$ cat src/rtl/vc_src_arb_pkg.sv
// Shared defaults and helpers for the vc source-side arbiter and its picker.
// Imported by the arbiter, the picker and the link interface.
package vc_src_arb_pkg;

    localparam int INPUTS_DEF  = 4;
    localparam int WIDTH_DEF   = 8;
    localparam int CREDITS_DEF = 16;

    function automatic int rr_idx(input int base, input int off, input int n);
        return (base + off) % n;
    endfunction

endpackage

$ cat src/rtl/vc_src_arb_if.sv
// Requester handshake, vc link and credit status bundled for the source arbiter.
// The slave side is the arbiter; the master side is whoever drives requests and returns credits.
interface vc_src_arb_if #(
    parameter int inputs  = 4,
    parameter int width   = 8,
    parameter int credits = 16,
    parameter int csz     = $clog2(credits + 1)
);

    logic [inputs-1:0]       c_srdy;
    logic [inputs-1:0]       c_drdy;
    logic [inputs*width-1:0] c_data;
    logic                    p_vld;
    logic [width-1:0]        p_data;
    logic                    p_cr;
    logic [csz-1:0]          credit_cnt;
    logic                    credit_err;

    modport slave (
        input  c_srdy, c_data, p_cr,
        output c_drdy, p_vld, p_data, credit_cnt, credit_err
    );

    modport master (
        output c_srdy, c_data, p_cr,
        input  c_drdy, p_vld, p_data, credit_cnt, credit_err
    );

endinterface

$ cat src/rtl/sd_rrmux_arb.sv
// Combinational round-robin picker: searches req starting one past ptr, wrapping,
// and returns the first hit as a one-hot grant plus its encoded index.
module sd_rrmux_arb
    import vc_src_arb_pkg::*;
#(
    parameter int inputs = INPUTS_DEF,
    parameter int pw     = (inputs > 1) ? $clog2(inputs) : 1
) (
    input  logic [inputs-1:0] req,
    input  logic [pw-1:0]     ptr,
    output logic [inputs-1:0] gnt,
    output logic [pw-1:0]     idx,
    output logic              any
);

    always_comb begin
        gnt = '0;
        idx = ptr;
        any = 1'b0;
        for (int off = 1; off <= inputs; off++) begin
            if (!any && req[rr_idx(int'(ptr), off, inputs)]) begin
                any = 1'b1;
                gnt[rr_idx(int'(ptr), off, inputs)] = 1'b1;
                idx = pw'(rr_idx(int'(ptr), off, inputs));
            end
        end
    end

endmodule

$ cat src/rtl/vc_src_arb.sv
// Round-robin arbiter with credit control feeding one valid/credit link.
// A requester is granted only while the registered credit count is non-zero.
module vc_src_arb
    import vc_src_arb_pkg::*;
#(
    parameter int inputs  = INPUTS_DEF,
    parameter int width   = WIDTH_DEF,
    parameter int credits = CREDITS_DEF,
    parameter int csz     = $clog2(credits + 1)
) (
    input logic         clk,
    input logic         reset,
    vc_src_arb_if.slave vc
);

    localparam int pw = (inputs > 1) ? $clog2(inputs) : 1;

    logic [pw-1:0]     ptr;
    logic [inputs-1:0] gnt;
    logic [pw-1:0]     win_idx;
    logic              any_req;
    logic              credit_ok;
    logic              grant;
    logic              ovf;
    logic [csz-1:0]    cnt_nxt;

    sd_rrmux_arb #(.inputs(inputs), .pw(pw)) u_pick (
        .req (vc.c_srdy),
        .ptr (ptr),
        .gnt (gnt),
        .idx (win_idx),
        .any (any_req)
    );

    // Eligibility looks only at the registered count, so drdy never depends on p_cr.
    assign credit_ok = (vc.credit_cnt != '0);
    assign grant     = credit_ok & any_req;
    assign vc.c_drdy = credit_ok ? gnt : '0;
    assign ovf       = !grant && vc.p_cr && (vc.credit_cnt == csz'(credits));

    always_comb begin
        cnt_nxt = vc.credit_cnt;
        case ({grant, vc.p_cr})
            2'b10:   cnt_nxt = vc.credit_cnt - csz'(1);
            2'b01:   if (!ovf) cnt_nxt = vc.credit_cnt + csz'(1);
            default: cnt_nxt = vc.credit_cnt;
        endcase
    end

    always_ff @(posedge clk or posedge reset) begin
        if (reset) begin
            vc.p_vld      <= 1'b0;
            vc.p_data     <= '0;
            vc.credit_cnt <= csz'(credits);
            vc.credit_err <= 1'b0;
            ptr           <= pw'(inputs - 1);
        end else begin
            vc.p_vld      <= grant;
            vc.credit_cnt <= cnt_nxt;
            if (grant) begin
                vc.p_data <= vc.c_data[win_idx*width +: width];
                ptr       <= win_idx;
            end
            if (ovf) vc.credit_err <= 1'b1;
        end
    end

    // The receiver returned more credits than it was ever given.
    ovf_chk: assert property (@(posedge clk) disable iff (reset) !ovf)
        else $warning("vc_src_arb: credit returned while count already full");

endmodule

$ cat src/flat_wrapper.sv
// flat-port wrapper written by rule: the top's interface ports become plain ports
module vc_src_arb_flat import vc_src_arb_pkg::*;
#(
    parameter int inputs  = INPUTS_DEF,
    parameter int width   = WIDTH_DEF,
    parameter int credits = CREDITS_DEF,
    parameter int csz     = $clog2(credits + 1)
)
  (clk, reset, vc_c_srdy, vc_c_data, vc_p_cr, vc_c_drdy, vc_p_vld, vc_p_data, vc_credit_cnt, vc_credit_err);
  vc_src_arb_if #(.inputs(inputs), .width(width), .credits(credits), .csz(csz)) vc_i ();
  input logic clk;
  input logic reset;
  input wire logic [$bits(vc_i.c_srdy)-1:0] vc_c_srdy;
  input wire logic [$bits(vc_i.c_data)-1:0] vc_c_data;
  input wire logic [$bits(vc_i.p_cr)-1:0] vc_p_cr;
  output wire logic [$bits(vc_i.c_drdy)-1:0] vc_c_drdy;
  output wire logic [$bits(vc_i.p_vld)-1:0] vc_p_vld;
  output wire logic [$bits(vc_i.p_data)-1:0] vc_p_data;
  output wire logic [$bits(vc_i.credit_cnt)-1:0] vc_credit_cnt;
  output wire logic [$bits(vc_i.credit_err)-1:0] vc_credit_err;
  assign vc_i.c_srdy = vc_c_srdy;
  assign vc_i.c_data = vc_c_data;
  assign vc_i.p_cr = vc_p_cr;
  assign vc_c_drdy = vc_i.c_drdy;
  assign vc_p_vld = vc_i.p_vld;
  assign vc_p_data = vc_i.p_data;
  assign vc_credit_cnt = vc_i.credit_cnt;
  assign vc_credit_err = vc_i.credit_err;
  vc_src_arb #(.inputs(inputs), .width(width), .credits(credits), .csz(csz)) u_core (.clk(clk), .reset(reset), .vc(vc_i));
endmodule
$ cat config.mk
export PLATFORM = sky130hd
export DESIGN_NAME = vc_src_arb_flat
export DESIGN_NICKNAME = d
export VERILOG_FILES = /design/src/rtl/vc_src_arb_pkg.sv /design/src/rtl/vc_src_arb_if.sv /design/src/rtl/sd_rrmux_arb.sv /design/src/rtl/vc_src_arb.sv /design/src/flat_wrapper.sv
export SDC_FILE = /design/constraint.sdc
export NUM_CORES = 1
export LEC_CHECK = 0
export ABC_AREA = 1
export CORE_ASPECT_RATIO = 0.9
export CORE_MARGIN = 8
export CORE_UTILIZATION = 37
export DETAILED_ROUTE_END_ITERATION = 10
export PLACE_DENSITY = 0.75
export SLEW_MARGIN = 15
export SYNTH_ARGS = -nofsm -noshare
export SYNTH_HDL_FRONTEND = slang
export SYNTH_SLANG_ARGS = --single-unit
export TNS_END_PERCENT = 30
$ cat constraint.sdc
create_clock -name clk -period 5.7 [get_ports clk]
set_clock_uncertainty 0.2 [all_clocks]
set_input_delay 1.14 -clock clk [delete_from_list [all_inputs] [get_ports clk]]
set_output_delay 1.14 -clock clk [all_outputs]
set_load 0.1 [all_outputs]
==> results.md <==
- Post-synthesis async set-or-reset flop share: 100%
- Via density: 4.88
- Total GRT Usage: 13.5%
- Avg Cell Area, Syn: 7.44 um2
- Max frequency: 230 MHz
- Die area: 7310 um2
- Required time of the critical path: 4.36 ns
- Number of flops mapped to enable cells by yosys: 0
- Layout area overhead: 34.7%
- Post-synth top flop: dfrtp_1
- Post-cts resize count: 0
- Sequential share of the synthesized area: 24.0%
- Worst-Margin Slew: 1.00 ns
- IO buf count: 57
- Crit Reg-Reg Startpoint: u_core.ptr[0]
- Hold Vio Cnt, Final: 0
- Crit path max fanout: 15
- Antenna viol nets, final: 0
- WP data arrival: 3.01 ns
- Htree depth: 1
- Core Box Area: 4740 um2
- Row cnt: 24
- 1st-iter DRT viols: 102
- Proportion of layout cells with a drive suffix above 1: 16.6%
- Compound-Gate Fraction of Synth Area: 4.13%
- Drc violations: 0
- Crit start category: flop
- Mapped Area: 1790 um2
- Largest net degree at the start of global routing: 18
- DR WL/cell: 12.7 um
- Critical Path Source: u_core.ptr[0]
- Clock slew at reported path FFs: 0.06 ns
- Initial antenna violation count: 0
- Unrepaired setup endpoints after global routing: false
- Setup TNS: 0 ns
- Part of the cycle the worst path needs: 76.3%
- Syn Nets: 291
- Synth cell types: 31
- Placed cells: 356
- Main combinational cell family by area after synthesis: simple AND/OR/NAND/NOR gates
- Cells along the critical path: inv_2, ha_1, inv_1, nand3_1, nand2_1, nor2_4, nand2_2, inv_1, nand2_1, nand4_1, nand2_1, inv_1, buf_4
- Final non-filler cell total: 360
- Tmin final: 4.35 ns
- Run status: finished clean
- Cts hold-fix bufs: 0
- Critical path class: flop to output port
- First-pass GRT wire length: 8.00 mm
- Antenna cells: 0
- Slew headroom: 33.1%
- Xor/xnor cell area share of the yosys netlist: 1.47%
- Syn Inst Count: 240
- DR vias: 1757
- Die width: 89.2 um
- Max-cap violations: 0
- Mux share of post-synthesis cell area: 0%
- Initial Util: 37.6%
- NumNets Final: 347
- Max Buffers Root-to-Sink: 2
- CTS tree: yes
- Post-Synth Simple-Gate Area: 52.5%
- Detailed Routing Iterations Pass 1: 4
- Crit. End Element: output port
- Global route overflow: 0
- Slowest cell on crit path: dfstp_2
- Detailed Place HPWL: 3.69 mm
- CTS Sinks: 17
- Routed wire length: 4.56 mm
- Slew Viols, Final: 0
- Adder-Cell Fraction of Synth Area: 8.83%
- Skew-Pair Late Insertion Delay: 0.24 ns
- Post-CTS Setup Repair Bufs: 0
- RD Place Congestion: 0.875
- Top Family by Delay on Critical Path: buffers and inverters
- Flops & latches, synth: 17
- Critical hold path startpoint: u_core.vc.p_data[7]
- CTS root buf: clkbuf_8
- I/O pins: 58
- CP max stage delay: 0.80 ns
- Die Y-Extent: 81.9 um
- Worst path bufs/invs: 5
- # setup viols final: 0
- Ys Warns: 0
- Cts bufs inserted: 3
- Vias in the first global route: 1795
- Hold Crit Class: flop to flop
==> tightest hold or removal path, cell delays in order (launching register included) <==
cell and delay, ns:
dfrtp_1 0.35, nand2_1 0.05, nand2_1 0.05
==> cells in the mapped netlist, drive strengths merged, types with 3 or more instances <==
library cell | instances | area, um2
a21oi | 3 | 15.0
a31oi | 3 | 18.8
buf | 6 | 67.6
dfrtp | 14 | 350
dfstp | 3 | 78.8
ha | 11 | 138
inv | 23 | 93.9
nand2 | 87 | 448
nand3 | 69 | 425
nand4 | 5 | 31.3
nor2 | 5 | 26.3
==> logic make-up (layout without fill, tap and decap cells) <==
family / count (synthesis) / in the layout
AOI/OAI and AO/OA: 12 / 12
xor gates and xnor gates: 3 / 3
adders and majority gates: 12 / 12
buffers and inverters: 29 / 84
DFF: 17 / 17
and+or+nand+nor: 167 / 167
==> worst paths after layout <==
| path | slack [ns] | end | depth (start not counted) |
|---|---|---|---|
| hold reg to reg | 0.28 | u_core.vc.p_data[7] | 2 |
| max in group asynchronous | 3.82 | u_core.vc.credit_err | 2 |
| setup reg to reg | 2.11 | u_core.vc.credit_cnt[4] | 19 |
| setup / recovery | 1.35 | vc_c_drdy[3] | 13 |
| hold / removal | 0.28 | u_core.vc.p_data[7] | 2 |
| min in group asynchronous | 1.07 | u_core.vc.p_data[3] | 2 |
==> layer usage <==
layer	vias to the layer above	part of all wire, %	GRT usage [%]
met2	51	43	20.8
met4	0	0.37	0.995
met3	2	11	7.00
met5	-	0	0
li1	916	-	-
met1	788	45	17.0
==> layout make-up <==
type | count | area (um2)
clock buffer | 4 | 45.0
fill | 480 | 2340
inverter | 23 | 93.8
multi-input combinational | 194 | 1190
sequential | 17 | 429
tap | 65 | 81.3
timing repair buffer | 57 | 561
==> flip-flops by register name (all words and copies together) (netlist names) <==
name                  count
u_core.vc.p_data          8
u_core.ptr                2
u_core.vc.credit_cnt      5
u_core.vc.credit_err      1
u_core.vc.p_vld           1
==> placed cells by master, fill, tap and decap left out, drive strengths merged <==
cell and n:
dfstp 3, nor2 5, dfrtp 14, clkdlybuf4s50 53, nor4 1, o21bai 2, nand3 69, xnor2 1
a22oi 2, inv 23, clkbuf 4, a21oi 3, xor2 2, a31oi 3, ha 11, nand4 5
nand2 87, fa 1, o21ai 2, buf 4
==> per-stage QoR <==
| stage | setup WS (ns) | instance area, um2 | hold WS (ns) | util (%) |
|---|---|---|---|---|
| final | 1.35 | 2400 | 0.284 | 50.7 |
| after floorplan | 1.00 | 1790 | 0.326 | - |
| after global routing | 1.11 | 2400 | 0.307 | 50.7 |
| after global placement | 1.55 | 2360 | 0.263 | 49.7 |
| after detailed placement | 1.52 | 2360 | 0.271 | 49.7 |
| after CTS | 1.38 | 2400 | 0.290 | 50.7 |
Power is left out: the tool's default activity adds up to more than one toggle a clock period on the data nets, which glitch-free logic cannot reach.
